$ cat config.mk
export PLATFORM = sky130hd
export DESIGN_NAME = pipeline_hazard_controller
export DESIGN_NICKNAME = d
export VERILOG_FILES = /design/src/rtl/pipe_pkg.sv /design/src/rtl/load_use_detect.sv /design/src/rtl/pipeline_hazard_controller.sv
export SDC_FILE = /design/constraint.sdc
export NUM_CORES = 1
export LEC_CHECK = 0
export BUFFER_PORTS_ARGS = -buffer_cell sky130_fd_sc_hd__buf_2
export CORE_UTILIZATION = 55
export CTS_CLUSTER_SIZE = 24
export DETAILED_ROUTE_END_ITERATION = 16
export GPL_ROUTABILITY_DRIVEN = 0
export PLACE_DENSITY = 0.84
export SLEW_MARGIN = 20
export SYNTH_ARGS = -nofsm -noshare
export SYNTH_HDL_FRONTEND = slang
export SYNTH_HIERARCHICAL = 1
export SYNTH_SLANG_ARGS = --single-unit
$ cat constraint.sdc
create_clock -name clk -period 2.76 [get_ports clk]
set_input_delay 0.276 -clock clk [delete_from_list [all_inputs] [get_ports clk]]
set_output_delay 0.276 -clock clk [all_outputs]
set_load 0.02 [all_outputs]
$ cat src/rtl/pipe_pkg.sv
// Shared definitions for the five-stage pipeline sequencing logic:
// opcodes, controller states and the operand-usage helper.
package pipe_pkg;

    localparam logic [3:0] OP_AND = 4'd0;
    localparam logic [3:0] OP_OR  = 4'd1;
    localparam logic [3:0] OP_ADD = 4'd2;
    localparam logic [3:0] OP_SUB = 4'd6;
    localparam logic [3:0] OP_SLT = 4'd7;
    localparam logic [3:0] OP_LW  = 4'd8;
    localparam logic [3:0] OP_SW  = 4'd10;
    localparam logic [3:0] OP_BNE = 4'd14;

    localparam int CTRL_W = 11;

    typedef enum logic [1:0] {
        ST_RUN    = 2'd0,
        ST_DRAIN  = 2'd1,
        ST_HALTED = 2'd2
    } state_t;

    // True for instructions whose rt field is a source operand.
    function automatic logic uses_rt(input logic [3:0] op);
        case (op)
            OP_AND, OP_OR, OP_ADD, OP_SUB, OP_SLT, OP_SW, OP_BNE: uses_rt = 1'b1;
            default:                                               uses_rt = 1'b0;
        endcase
    endfunction

endpackage

$ cat src/rtl/load_use_detect.sv
// Flags an instruction in ID that consumes the destination of a load
// still in EX, which cannot be satisfied by forwarding.
module load_use_detect
    import pipe_pkg::*;
(
    input  logic [15:0] ifid_instr,
    input  logic        idex_memread,
    input  logic [2:0]  idex_rt,
    output logic        lu
);

    logic [3:0] op;
    logic [2:0] rs;
    logic [2:0] rt;
    logic       unused_bits;

    assign op          = ifid_instr[15:12];
    assign rs          = ifid_instr[11:9];
    assign rt          = ifid_instr[8:6];
    assign unused_bits = ^ifid_instr[5:0];

    // r0 is hardwired to zero, so a load into it never creates a dependency.
    assign lu = idex_memread && (idex_rt != 3'd0) &&
                ((idex_rt == rs) || (uses_rt(op) && (idex_rt == rt)));

endmodule

$ cat src/rtl/pipeline_hazard_controller.sv
// Per-cycle advance/hold/flush decisions for the PC and pipeline registers,
// plus the halt/drain/resume FSM and saturating debug counters.
module pipeline_hazard_controller
    import pipe_pkg::*;
#(
    parameter int DRAIN_CYCLES = 4,
    parameter int CNT_W        = 16
) (
    input  logic             clk,
    input  logic             rst,
    input  logic [15:0]      ifid_instr,
    input  logic             idex_memread,
    input  logic [2:0]       idex_rt,
    input  logic             ex_branch_taken,
    input  logic             mem_req,
    input  logic             mem_ready,
    input  logic             halt_req,
    input  logic             resume_req,
    output logic             pc_write,
    output logic             ifid_write,
    output logic             ifid_flush,
    output logic             idex_flush,
    output logic             pipe_freeze,
    output logic             halted,
    output logic [CNT_W-1:0] stall_cnt,
    output logic [CNT_W-1:0] flush_cnt
);

    localparam logic [CNT_W-1:0] CNT_ONE = {{(CNT_W-1){1'b0}}, 1'b1};

    state_t           state_r;
    state_t           state_next;
    logic [3:0]       drain_r;
    logic [3:0]       drain_next;
    logic             halted_r;
    logic [CNT_W-1:0] stall_cnt_r;
    logic [CNT_W-1:0] flush_cnt_r;
    logic             lu;
    logic             mw;
    logic             stall_evt;
    logic             flush_evt;

    load_use_detect u_lu (
        .ifid_instr   (ifid_instr),
        .idex_memread (idex_memread),
        .idex_rt      (idex_rt),
        .lu           (lu)
    );

    assign mw        = mem_req && !mem_ready;
    assign stall_evt = mw || (!ex_branch_taken && lu);
    assign flush_evt = !mw && ex_branch_taken;

    // State, drain counter and halted flag registers.
    always_ff @(posedge clk or posedge rst) begin
        if (rst) begin
            state_r  <= ST_RUN;
            drain_r  <= 4'd0;
            halted_r <= 1'b0;
        end else begin
            state_r  <= state_next;
            drain_r  <= drain_next;
            halted_r <= (state_next == ST_HALTED);
        end
    end

    // Next-state logic; a frozen or load-use cycle does not count toward the drain.
    always_comb begin
        state_next = state_r;
        drain_next = drain_r;
        case (state_r)
            ST_RUN: begin
                if (halt_req) begin
                    state_next = ST_DRAIN;
                    drain_next = 4'(DRAIN_CYCLES);
                end else begin
                    drain_next = drain_r;
                end
            end
            ST_DRAIN: begin
                if (!mw && !lu) begin
                    if (drain_r == 4'd1) begin
                        state_next = ST_HALTED;
                        drain_next = 4'd0;
                    end else begin
                        drain_next = drain_r - 4'd1;
                    end
                end else begin
                    drain_next = drain_r;
                end
            end
            ST_HALTED: begin
                if (resume_req) begin
                    state_next = ST_RUN;
                end else begin
                    state_next = ST_HALTED;
                end
            end
            default: begin
                state_next = ST_RUN;
                drain_next = 4'd0;
            end
        endcase
    end

    // Hazard priority mux: memory wait, taken branch, load-use, then state default.
    always_comb begin
        pc_write    = 1'b0;
        ifid_write  = 1'b0;
        ifid_flush  = 1'b0;
        idex_flush  = 1'b0;
        pipe_freeze = 1'b0;
        if (rst) begin
            ifid_flush = 1'b1;
            idex_flush = 1'b1;
        end else if (mw) begin
            pipe_freeze = 1'b1;
        end else if (ex_branch_taken) begin
            pc_write   = 1'b1;
            ifid_flush = 1'b1;
            idex_flush = 1'b1;
        end else if (lu) begin
            idex_flush = 1'b1;
        end else begin
            case (state_r)
                ST_RUN: begin
                    pc_write   = 1'b1;
                    ifid_write = 1'b1;
                end
                ST_DRAIN:  ifid_flush = 1'b1;
                ST_HALTED: idex_flush = 1'b1;
                default:   idex_flush = 1'b1;
            endcase
        end
    end

    // Saturating debug counters.
    always_ff @(posedge clk or posedge rst) begin
        if (rst) begin
            stall_cnt_r <= '0;
            flush_cnt_r <= '0;
        end else begin
            if (stall_evt && (stall_cnt_r != '1)) begin
                stall_cnt_r <= stall_cnt_r + CNT_ONE;
            end
            if (flush_evt && (flush_cnt_r != '1)) begin
                flush_cnt_r <= flush_cnt_r + CNT_ONE;
            end
        end
    end

    assign halted    = halted_r;
    assign stall_cnt = stall_cnt_r;
    assign flush_cnt = flush_cnt_r;

endmodule

==> flow_summary.json <==
{
  "ys_seq_elements": 39,
  "ios": 65,
  "ctsHoldBuffers": 0,
  "required_ns": 2.48,
  "antenna_found_initial": 0,
  "finalCoreUtilization": 0.704,
  "ys_types": 41,
  "whs_ns": 0.180,
  "p_switching_mw": 0.864,
  "grt_max_degree": 40,
  "layout_min_cycle_time_ns": 2.07,
  "hold_viol": 0,
  "std_cell_rows": 22,
  "synth_ff_type": "dfrtp_1",
  "numCtsBuffers": 5,
  "wl_um": 4590,
  "worst_slew_pin_slew_ns": 0.521,
  "clock_latency_ns": 0.30,
  "yosysWarnings": 6,
  "yosys.area.top_type_share": 0.445,
  "cts_tree": "done",
  "slew_headroom": 0.650,
  "clk_pin_slew_ns": 0.08,
  "die_x_um": 65.2,
  "yosys-top-cells-area": "dfrtp_1, xor2_1, nor4_1, nor3_1, xnor2_1",
  "initial_core_util": 0.586,
  "ir_drop_mv": 0.607,
  "syn_to_final_growth_pct": 20.1,
  "cts.sinks": 39,
  "vias": 1929,
  "min_path_type": "input port to async pin",
  "port_buffers": 58,
  "drt_iter0_drc": 116,
  "drv_slew": 0,
  "vias_per_cell": 5.74,
  "finalSetupViolations": 0,
  "syn_nets": 255,
  "drc": 0,
  "hpwl_um": 3420,
  "worstSetupStartpointType": "input port",
  "core_area_um2": 3740,
  "grt_use_total": 0.237,
  "drive_above_1_share": 0.264,
  "post_cts_resized": 0,
  "grt_pass1_wl_um": 7670,
  "critPathMaxFanout": 8,
  "first_global_vias": 1714,
  "clock-root-buffer": "clkbuf_8",
  "cts_max_level": 2,
  "grt_overflow": 0,
  "switching_share": 0.419,
  "rsz0062_at_grt": "no",
  "powerDensity_nw_per_um2": 782,
  "synth.avg_cell_area_um2": 9.79,
  "synth_top_area_cell": "dfrtp_1",
  "crit_path_end_kind": "output port",
  "nets": 318,
  "synth_edf_count": 0,
  "p_int_mw": 1.20,
  "async_flop_share": 1.00,
  "tns_ns": 0,
  "seqPwrFrac": 0.465,
  "max_freq_mhz": 484,
  "arrival_ns": 1.79,
  "skew_ns": 0.0125,
  "ant_nets": 0,
  "die_area_um2": 4240,
  "n_antenna_cell": 0,
  "syn_inst": 224,
  "max_cap_viol_count": 0,
  "first_pass_iters": 4,
  "cts_setup_buffers": 0,
  "die_h_um": 65.2,
  "syn_area_um2": 2190,
  "ys_seq_area_frac": 0.445,
  "clk_path_buf_depth": 2,
  "wl_per_cell_um": 13.7,
  "p_leak_nw": 1.26,
  "critPathKind": "input port to output port",
  "status": "completed",
  "p_clk_frac": 0.188,
  "finalCritPeriodShare": 0.749,
  "combPwrFrac": 0.347
}
per-stage QoR:
step	setup slack, ns	cells	instance area [um2]	power (mW)
after CTS	0.693	336	2630	2.07
after floorplan	0.651	224	2190	1.43
final	0.692	336	2630	2.06
after global routing	0.580	336	2630	2.20
after global placement	0.537	328	2540	1.64
after detailed placement	0.517	328	2540	1.68
synth_stat cells (2+ instances only):
cell       n
nand2b_1   6
nor2_1    14
nand3_1   11
and4_1     3
a21oi_1    3
nor3_1    14
o31ai_1    2
nor4_1    13
inv_1      7
or4_1      2
o21ai_1    2
xor2_1    28
nor4_2     3
xnor2_1    8
ha_1       4
buf_2      5
nand2_1   16
dfrtp_1   39
nand4_1    7
o22ai_1    2
mux2_1     2
or2_1      3
o21ai_0    6
nor3b_1    4
nor2b_1    4
worst paths after layout:
check                              start       endpoint  slack (ns)  depth (start not counted)
hold / removal                       rst  flush_cnt[10]        0.18                          3
min in group clk                halt_req     state_r[0]        0.26                          3
hold reg to reg            flush_cnt[15]  flush_cnt[15]        0.52                          1
max in group asynchronous            rst   flush_cnt[1]        2.24                          3
setup / recovery              idex_rt[0]       pc_write        0.69                          9
setup reg to reg            flush_cnt[0]   flush_cnt[1]        0.95                          5
flip-flops by register name (all words and copies together) (netlist names):
signal     cells
flush_cnt     16
halted         1
stall_cnt     16
drain_r        4
state_r        2
routing by layer:
layer / GRT usage / routed length, um / vias up
met5: 0 / 0 / -
met4: 0.0978 / 97 / 0
met3: 0.0365 / 212 / 11
met2: 0.404 / 2230 / 62
met1: 0.301 / 2050 / 923
li1: - / - / 933
critical path, stage by stage:
cell	delay (ns)
buf_2	0.12
xor2_1	0.15
or4_1	0.49
o31ai_1	0.11
buf_4	0.22
nor3_1	0.06
nor2_1	0.13
nor3_1	0.07
buf_2	0.16
power groups by stage:
stage	clock, mW	combinational (mW)	sequential [mW]
4_1_cts	0.393	0.722	0.951
3_3_place_gp	0	0.692	0.953
5_1_grt	0.418	0.798	0.986
2_1_floorplan	0	0.374	1.05
6_report	0.387	0.715	0.957
3_5_place_dp	0	0.720	0.959
area by class of cell:
type                            instances  area, um2
Inverter                                7       26.3
Timing Repair Buffer                   62        320
Fill cell                             305       1110
Clock inverter                          3       20.0
Clock buffer                            5       68.8
Multi-Input combinational cell        172       1160
Sequential cell                        39        976
Tap cell                               48       60.1
logic make-up (layout without fill, tap and decap cells):
| logic type | Yosys count | after routing | synth area share |
|---|---|---|---|
| AOI/OAI and AO/OA | 23 | 23 | 0.0679 |
| xor gates and xnor gates | 36 | 36 | 0.144 |
| adders and majority gates | 4 | 4 | 0.0228 |
| buffers and inverters | 13 | 77 | 0.0251 |
| DFF | 39 | 39 | 0.445 |
| muxes | 3 | 3 | 0.0148 |
| and+or+nand+nor | 106 | 106 | 0.281 |
cell usage in the layout, fill, tap and decap left out, types with 8 or more instances in the layout:
cell type and count:
dfrtp_1 39, nor2_1 14, nor3_1 14, xor2_1 28, nand3_1 11, xnor2_1 8, nor4_1 13, nand2_1 16
buf_2 58
No activity file was read; power rests on OpenSTA's default activity.
